### config.mk
export PLATFORM = sky130hd
export DESIGN_NAME = breath_sequencer
export DESIGN_NICKNAME = d
export VERILOG_FILES = /design/src/rtl/breath_pkg.sv /design/src/rtl/step_timebase.sv /design/src/rtl/breath_sequencer.sv
export SDC_FILE = /design/constraint.sdc
export NUM_CORES = 1
export LEC_CHECK = 0
export CORE_AREA = 2 2 137 126
export DETAILED_ROUTE_END_ITERATION = 8
export DIE_AREA = 0 0 139 128
export SLEW_MARGIN = 10
export SYNTH_ARGS = -nofsm -noshare
export SYNTH_HDL_FRONTEND = slang
export SYNTH_HIERARCHICAL = 1
export SYNTH_SLANG_ARGS = --single-unit
### constraint.sdc
create_clock -name clk -period 13.84 [get_ports clk]
set_input_delay 2.768 -clock clk [delete_from_list [all_inputs] [get_ports clk]]
set_output_delay 2.768 -clock clk [all_outputs]
set_load 0.005 [all_outputs]
### src/rtl/breath_pkg.sv
// Shared definitions for the LED breathing-envelope sequencer.
package breath_pkg;

    localparam int DUTY_W_DEFAULT = 8;
    localparam int TICK_W_DEFAULT = 24;
    localparam int HOLD_W_DEFAULT = 8;

    // Envelope phase; the numeric encoding is visible on the phase output.
    typedef enum logic [2:0] {
        PH_IDLE      = 3'd0,
        PH_RAMP_UP   = 3'd1,
        PH_HOLD_HIGH = 3'd2,
        PH_RAMP_DOWN = 3'd3,
        PH_HOLD_LOW  = 3'd4
    } phase_e;

endpackage

### src/rtl/step_timebase.sv
// Step timebase: divides the clock by the live step period and aligns each
// resulting step to the next PWM period start.
//
// Strobe semantics: pwm_sync is a one-cycle pulse from the PWM at counter wrap.
// step_strobe is high for exactly one cycle when a step is owed (pending, or
// the divider wraps this same cycle) and pwm_sync is high. Several divider
// wraps before a sync collapse into one owed step.
module step_timebase #(
    parameter int TICK_W = breath_pkg::TICK_W_DEFAULT
) (
    input  logic              clk,
    input  logic              rst,
    input  logic              run,
    input  logic              pwm_sync,
    input  logic [TICK_W-1:0] step_period,
    output logic              step_strobe
);

    logic [TICK_W-1:0] tick_q, tick_d;
    logic              pending_q, pending_d;
    logic [TICK_W-1:0] last_tick;
    logic              wrap;

    // Divider wrap detection, owed-step bookkeeping and strobe generation.
    always_comb begin
        last_tick   = (step_period == '0) ? '0 : step_period - TICK_W'(1);
        // >= keeps the divider sane if the live period shrinks below tick.
        wrap        = run && (tick_q >= last_tick);
        step_strobe = run && pwm_sync && (pending_q || wrap);
        tick_d      = tick_q;
        pending_d   = pending_q;
        if (!run) begin
            tick_d    = '0;
            pending_d = 1'b0;
        end else begin
            tick_d = wrap ? '0 : tick_q + TICK_W'(1);
            if (step_strobe) begin
                pending_d = 1'b0;
            end else if (wrap) begin
                pending_d = 1'b1;
            end
        end
    end

    // Divider and pending-step registers.
    always_ff @(posedge clk) begin
        if (rst) begin
            tick_q    <= '0;
            pending_q <= 1'b0;
        end else begin
            tick_q    <= tick_d;
            pending_q <= pending_d;
        end
    end

endmodule

### src/rtl/breath_sequencer.sv
// Breathing-envelope controller: produces the duty_cycle stream for the PWM
// as ramp up, hold high, ramp down, hold low, with steps aligned to PWM
// period starts. Limits and hold counts are captured at each breath start.
module breath_sequencer
    import breath_pkg::*;
#(
    parameter int DUTY_W = DUTY_W_DEFAULT,
    parameter int TICK_W = TICK_W_DEFAULT,
    parameter int HOLD_W = HOLD_W_DEFAULT
) (
    input  logic              clk,
    input  logic              rst,
    input  logic              enable,
    input  logic [TICK_W-1:0] step_period,
    input  logic [DUTY_W-1:0] duty_min,
    input  logic [DUTY_W-1:0] duty_max,
    input  logic [HOLD_W-1:0] hold_high_steps,
    input  logic [HOLD_W-1:0] hold_low_steps,
    input  logic              pwm_sync,
    output logic [DUTY_W-1:0] duty_cycle,
    output logic [2:0]        phase,
    output logic              cycle_done
);

    phase_e            state_q, state_d;
    logic [DUTY_W-1:0] duty_q, duty_d;
    logic [HOLD_W-1:0] hold_cnt_q, hold_cnt_d;
    logic [DUTY_W-1:0] min_l_q, min_l_d, max_l_q, max_l_d;
    logic [HOLD_W-1:0] hh_l_q, hh_l_d, hl_l_q, hl_l_d;
    logic              cycle_done_q, cycle_done_d;
    logic              step;
    logic              latch_cfg;
    logic              end_breath;
    logic              hold_last;

    step_timebase #(.TICK_W(TICK_W)) u_timebase (
        .clk         (clk),
        .rst         (rst),
        .run         (enable && (state_q != PH_IDLE)),
        .pwm_sync    (pwm_sync),
        .step_period (step_period),
        .step_strobe (step)
    );

    // State register plus duty, hold counter and latched configuration.
    always_ff @(posedge clk) begin
        if (rst) begin
            state_q      <= PH_IDLE;
            duty_q       <= '0;
            hold_cnt_q   <= '0;
            min_l_q      <= '0;
            max_l_q      <= '0;
            hh_l_q       <= '0;
            hl_l_q       <= '0;
            cycle_done_q <= 1'b0;
        end else begin
            state_q      <= state_d;
            duty_q       <= duty_d;
            hold_cnt_q   <= hold_cnt_d;
            min_l_q      <= min_l_d;
            max_l_q      <= max_l_d;
            hh_l_q       <= hh_l_d;
            hl_l_q       <= hl_l_d;
            cycle_done_q <= cycle_done_d;
        end
    end

    // Next state: envelope walk on each step; a zero hold count skips the dwell.
    always_comb begin
        state_d    = state_q;
        duty_d     = duty_q;
        hold_cnt_d = hold_cnt_q;
        latch_cfg  = 1'b0;
        end_breath = 1'b0;
        hold_last  = (hold_cnt_q == '0) || (hold_cnt_q == HOLD_W'(1));
        if (!enable) begin
            state_d    = PH_IDLE;
            duty_d     = '0;
            hold_cnt_d = '0;
        end else begin
            case (state_q)
                PH_IDLE: begin
                    latch_cfg = 1'b1;
                    duty_d    = duty_min;
                    state_d   = PH_RAMP_UP;
                end
                PH_RAMP_UP: if (step) begin
                    // >= also covers max_l <= min_l: the ramp ends at once.
                    if (duty_q >= max_l_q) begin
                        state_d    = (hh_l_q == '0) ? PH_RAMP_DOWN : PH_HOLD_HIGH;
                        hold_cnt_d = hh_l_q;
                    end else begin
                        duty_d = duty_q + DUTY_W'(1);
                    end
                end
                PH_HOLD_HIGH: if (step) begin
                    if (hold_last) state_d = PH_RAMP_DOWN;
                    else           hold_cnt_d = hold_cnt_q - HOLD_W'(1);
                end
                PH_RAMP_DOWN: if (step) begin
                    if (duty_q <= min_l_q) begin
                        if (hl_l_q == '0) begin
                            end_breath = 1'b1;
                        end else begin
                            state_d    = PH_HOLD_LOW;
                            hold_cnt_d = hl_l_q;
                        end
                    end else begin
                        duty_d = duty_q - DUTY_W'(1);
                    end
                end
                PH_HOLD_LOW: if (step) begin
                    if (hold_last) end_breath = 1'b1;
                    else           hold_cnt_d = hold_cnt_q - HOLD_W'(1);
                end
                default: begin
                    state_d = PH_IDLE;
                    duty_d  = '0;
                end
            endcase
            if (end_breath) begin
                latch_cfg = 1'b1;
                duty_d    = duty_min;
                state_d   = PH_RAMP_UP;
            end
        end
        min_l_d = latch_cfg ? duty_min        : min_l_q;
        max_l_d = latch_cfg ? duty_max        : max_l_q;
        hh_l_d  = latch_cfg ? hold_high_steps : hh_l_q;
        hl_l_d  = latch_cfg ? hold_low_steps  : hl_l_q;
    end

    // Outputs: all registered; cycle_done pulses the cycle after a breath ends.
    always_comb begin
        cycle_done_d = end_breath;
        duty_cycle   = duty_q;
        phase        = state_q;
        cycle_done   = cycle_done_q;
    end

endmodule

* Word-level counts from Yosys, hierarchy flattened *
Index checks and enable logic that the tools add are counted.
Widths: inputs -> output; s select.

word-level totals
  register bits after elaboration = 77
  bits of input ports = 60
  word-level logic and storage cells = 104

operators by class
  add/subtract/negate cells = 5
  order comparisons = 3
  equality and inequality tests = 25
  mux-type cells = 35
  bitwise logic cells = 3
  reduce and logical (&&, ||, !) cells = 22

operator list
  operator               count
  $mux 8                 12
  $pmux 8 s4             1
  $ne 3x3->1 const B     9
  $add 24x1->24 const B  1
  $ge 24x24->1           1
  $logic_not 24->1       1
  $logic_not 8->1        3
  $mux 24                1
  $pmux 8 s3             1
  $reduce_and 8->1       3
  $sub 24x1->24 const B  1
  $mux 3                 7
  $ne 2x2->1 const B     9
  $sub 8x1->8 const B    2
  $pmux 3 s5             1
  $mux 1                 11
  $reduce_or 3->1        3
  $add 8x1->8 const B    1
  $eq 8x1->1 const B     1
  $ge 8x8->1             1
  $le 8x8->1             1
  $eq 3x2->1 const B     2
  $reduce_bool 3->1      2
  $reduce_and 5->1       1
  other kinds (9)        17

* Logic depth before layout (Yosys ltp) *
  depth in word-level cells = 11
  depth in mapped cells = 22
  mapped depth without buffers = 18

* Hierarchy *
The synthesis kept the hierarchy.

by module, submodules not included
  module            times used  cells an instance  area an instance (µm²)
  breath_sequencer  1           423                3,439.5
  step_timebase     1           278                2,197.1

* Worst setup path before layout *
Ideal clock, no wire load.

  kind = input-to-reg
  start = input port step_period[18]
  end = register duty_q[0] (netlist: duty_cycle[0])
  library setup time = 142 ps
  data arrival time = 6,935 ps
  slack = 6,763 ps
  cell stages on the path = 19
  path buffers = 3
  cell sequence = or4_4 or3_4 or4_4 nor2b_1 mux2i_1 ha_1 nand4_1 nor4_1 a41o_1 clkbuf_1 o211a_1 buf_2 and2_1 o221ai_1 a32o_1 a31oi_4 and2_1 buf_6 a211oi_2

on the way
  cells in the longest elaborated chain, start to end = 11
  elaborated cells on any way between the ends = 18
  those cells by class = add/sub: 1; order compare: 1; eq/ne: 5; mux: 6; reduce/logical: 5

ends and longest elaborated chain
  item                                                RTL line                                          source
  start, declared                                     breath_sequencer.sv:14                            input logic [TICK_W-1:0] step_period,
  $sub 24x1->24 or $logic_not 24->1 (tied branches)   step_timebase.sv:26                               last_tick = (step_period == '0) ? '0 : step_period - TICK_W'(1);
  $mux 24 (*)                                         step_timebase.sv:26
  $ge 24x24->1 (*)                                    step_timebase.sv:28                               wrap = run && (tick_q >= last_tick);
  $logic_and 1x1->1 (*)                               step_timebase.sv:28
  $logic_or 1x1->1 (*)                                step_timebase.sv:29                               step_strobe = run && pwm_sync && (pending_q || wrap);
  $logic_and 1x1->1 (*)                               step_timebase.sv:29
  net step                                            breath_sequencer.sv:31                            logic step;
  $mux 1, on equally long branches                    breath_sequencer.sv:112, breath_sequencer.sv:100
  $pmux 1 s2                                          breath_sequencer.sv:81                            case (state_q)
  $mux 1                                              breath_sequencer.sv:76                            if (!enable) begin
  $ne 3x3->1 (no line) or $ne 2x1->1 (tied branches)  n/a
  $reduce_and 5->1 (no line)                          n/a
  end signal, assigned                                breath_sequencer.sv:58                            duty_q <= duty_d;
  end, declared                                       breath_sequencer.sv:26                            logic [DUTY_W-1:0] duty_q, duty_d;

The timed path passes the listed nets; every way through them passes the cells marked *. The select of a mux whose other input is x is not followed.
A chain may end at the register's enable or synchronous reset.

* Worst setup path in the final report *
  start = input port step_period[3]
  end = register duty_q[5] (netlist: duty_cycle[5])

The elaborated chain is that of the path after synthesis.

==> results_dict.tcl <==
set metrics [dict create \
    holdBufCountCts 0 \
    die_h_microns 128 \
    synth_cells 701 \
    gp_congestion 0.844 \
    outcome "finished, final reports clean" \
    antenna_found_initial 0 \
    cts_resized 0 \
    cp-end-kind "flop" \
    final_cells 968 \
    use_met1 0.225 \
    ir_drop_mv 0.0480 \
    io_pins 72 \
    std_cell_rows 45 \
    tightest_slew_ns 0.987 \
    synth_fp_nets 813 \
    num_antenna_cells 0 \
    period_needed_ns 8.89 \
    die_w_microns 139 \
    port_buffers 71 \
    first_pass_iters 6 \
    yosysMostFrequentCell "dfxtp_1" \
    dp.cells 952 \
    start_util 0.343 \
    synth-warning-count 6 \
    drt_iter0_drc 462 \
    ys.flop_type "dfxtp_1" \
    synth_commonest_cells "dfxtp_1, a21oi_1, nand2_1" \
    rsz0062_at_grt "no" \
    p_comb_frac 0.174 \
    antenna_left 0 \
    clkLatencyLatePin_ns 0.34 \
    critPathSlowestCell "a41o_1" \
    cap_violations 0 \
    synthTopCellsByArea "dfxtp_1, ha_1, a21oi_1" \
    clk_pin_slew_ns 0.06 \
    die_area_sq_mm 0.0178 \
    vias 5225 \
    grt_pass1_wl_mm 24.0 \
    p_int_w 0.000419 \
    met3_usage 0.0191 \
    drive_gt1_frac 0.0687 \
    synth_edf_count 0 \
    ys_seq_elements 77 \
    hold_violations 0 \
    core_region_area_sq_mm 0.0164 \
    synth.cell_area_sq_mm 0.00564 \
    syn2layout_area_growth_pct 20.1 \
    tns_ns 0 \
    cp_data_required_time_ns 14.09 \
    top_usage_layer "met2" \
    grt_usage 0.161 \
    cts_htree_levels 3 \
    grt_pass1_vias 4970 \
    yosys.area.top_type_share 0.273 \
    fin_skew_ns 0.00790 \
    p_seq_frac 0.408 \
    grt_util_met2 0.260 \
    crit_path_start_kind "input pin" \
    drc 0 \
    slew_headroom 0.340 \
    worst_hold_slack_ns 0.475 \
    crit_chain "clkdlybuf4s50_1, nor4_1, nand4b_1, nor2_1, nor4b_1, a21oi_1, ha_1, nand4_1, nor4_1, a41o_1, o211a_1, o2111ai_2, a21boi_1, a31o_2, a22oi_1, a211oi_2" \
    setup_violations 0 \
    arrival_ns 9.14 \
    sw_frac_of_total 0.274 \
    crit_path_frequent_cell "nor4_1" \
    p_clk_frac 0.418 \
    nets 864 \
    critical-path-max-stage-delay_ns 0.87 \
    p_leak_nw 2.50 \
    clk_path_buf_depth 2 \
    cts_tree "yes" \
    dpl.hpwl_mm 10.7 \
    numCtsBuffers 9 \
    grt_overflow_total 0 \
    cts.sinks 77 \
    crit_type "in2reg" \
    period_share 0.642 \
    cts-root-buf "clkbuf_16" \
    syn_avg_cell_area_sq_um 8.04 \
    fmax_mhz 113 \
    min_path_type "reg2reg" \
    synth.distinct_cells 77 \
    synth-async-reset-ratio 0 \
    drv_slew 0 \
    vias_per_cell 5.40 \
    ys_seq_area_frac 0.273 \
    final_core_util 0.412 \
    post-cts-setup-buffers 0 \
    post_drt_wl_per_cell_microns 14.7 \
    wirelength_mm 14.2 \
    p_per_area_mw_per_mm2 85.2 \
    grt_max_degree 41 \
    yosys.area.top_type "dfxtp_1" \
    crit_fanout 40 \
    p_switching_w 0.000158 \
]
[layout make-up]
type / instances / area, sq um
repair buffers: 76 / 748
inverters: 33 / 124
flip-flops and latches: 77 / 1540
well taps: 211 / 264
clock buffers: 10 / 239
multi-input cells: 555 / 3790
fillers: 1699 / 9670
clock inverters: 6 / 62.6
[flip-flops by register name, summed over array words and instances, names as in the netlist]
| name | cells |
|---|---|
| u_timebase/tick_q | 24 |
| duty_cycle | 8 |
| hh_l_q | 8 |
| hl_l_q | 8 |
| hold_cnt_q | 8 |
| max_l_q | 8 |
| min_l_q | 8 |
| phase | 3 |
| cycle_done | 1 |
| u_timebase/pending_q | 1 |
[cell families after synthesis]
logic type | share of synthesized area
simple gates | 0.237
compound gates | 0.241
flops | 0.273
buf+inv | 0.0555
fa+ha+maj | 0.117
xor+xnor | 0.0728
mux | 0.00355
[layer usage]
metal  up-vias  wire, microns
met1      2384           7240
li1       2705              -
met2       120           6240
met3        16            498
met5         -              0
met4         0            233
[placed cells by master, fill, tap and decap left out, types with 3 or more instances in the layout]
master and count:
dfxtp_1 77, a21oi_1 71, clkdlybuf4s50_1 71, nand2_1 54
ha_1 51, nor3_1 45, o21ai_0 44, nand3_1 44
nor2_1 33, inv_1 32, xnor2_1 28, xor2_1 17
nand4_1 12, o22ai_1 10, nor4_1 9, clkbuf_16 9
a211oi_2 8, nor2b_1 7, nand3b_1 7, and2_1 7
a22oi_1 7, a31oi_1 6, a221oi_1 6, o211ai_1 5
or3_1 5, and4_1 5, buf_4 5, nand2b_1 4
o21a_1 3, o211a_1 3, o31ai_1 3, o221a_2 3
a21o_1 3, or4_1 3, clkinvlp_4 3
[power groups by stage]
| stage | registers, W | clock network [W] | logic [W] |
|---|---|---|---|
| 5_1_grt | 0.000237 | 0.000251 | 0.000112 |
| 2_1_floorplan | 0.000238 | 0 | 0.0000638 |
| 3_3_place_gp | 0.000240 | 0 | 0.000100 |
| 4_1_cts | 0.000235 | 0.000244 | 0.000101 |
| 6_report | 0.000235 | 0.000241 | 0.000100 |
| 3_5_place_dp | 0.000240 | 0 | 0.000101 |
[final timing paths]
path                                       to  slack [ns]  cells past startpoint                  start
worst max-delay path            duty_cycle[5]        4.95                     16         step_period[3]
worst min register to register     max_l_q[5]        0.48                      2             max_l_q[5]
worst min-delay path               max_l_q[5]        0.48                      2             max_l_q[5]
worst max register to register  duty_cycle[5]        9.37                     10  u_timebase/tick_q[21]
[worst max-delay path: cells and delay by family]
family	cells	cell delay, ns
AOI/OAI and AO/OA	8	3.11
adders and majority gates	1	0.30
buffers and inverters	1	0.45
and+or+nand+nor	6	2.49
[stage by stage]
step	power (W)	instance area, sq um	setup WS (ns)
floorplan	0.000302	5640	6.76
global placement	0.000341	6470	4.84
detailed placement	0.000341	6470	4.76
CTS	0.000580	6770	5.06
global route	0.000599	6770	4.37
finish	0.000577	6770	4.95
Power figures use the tool's default switching activity.
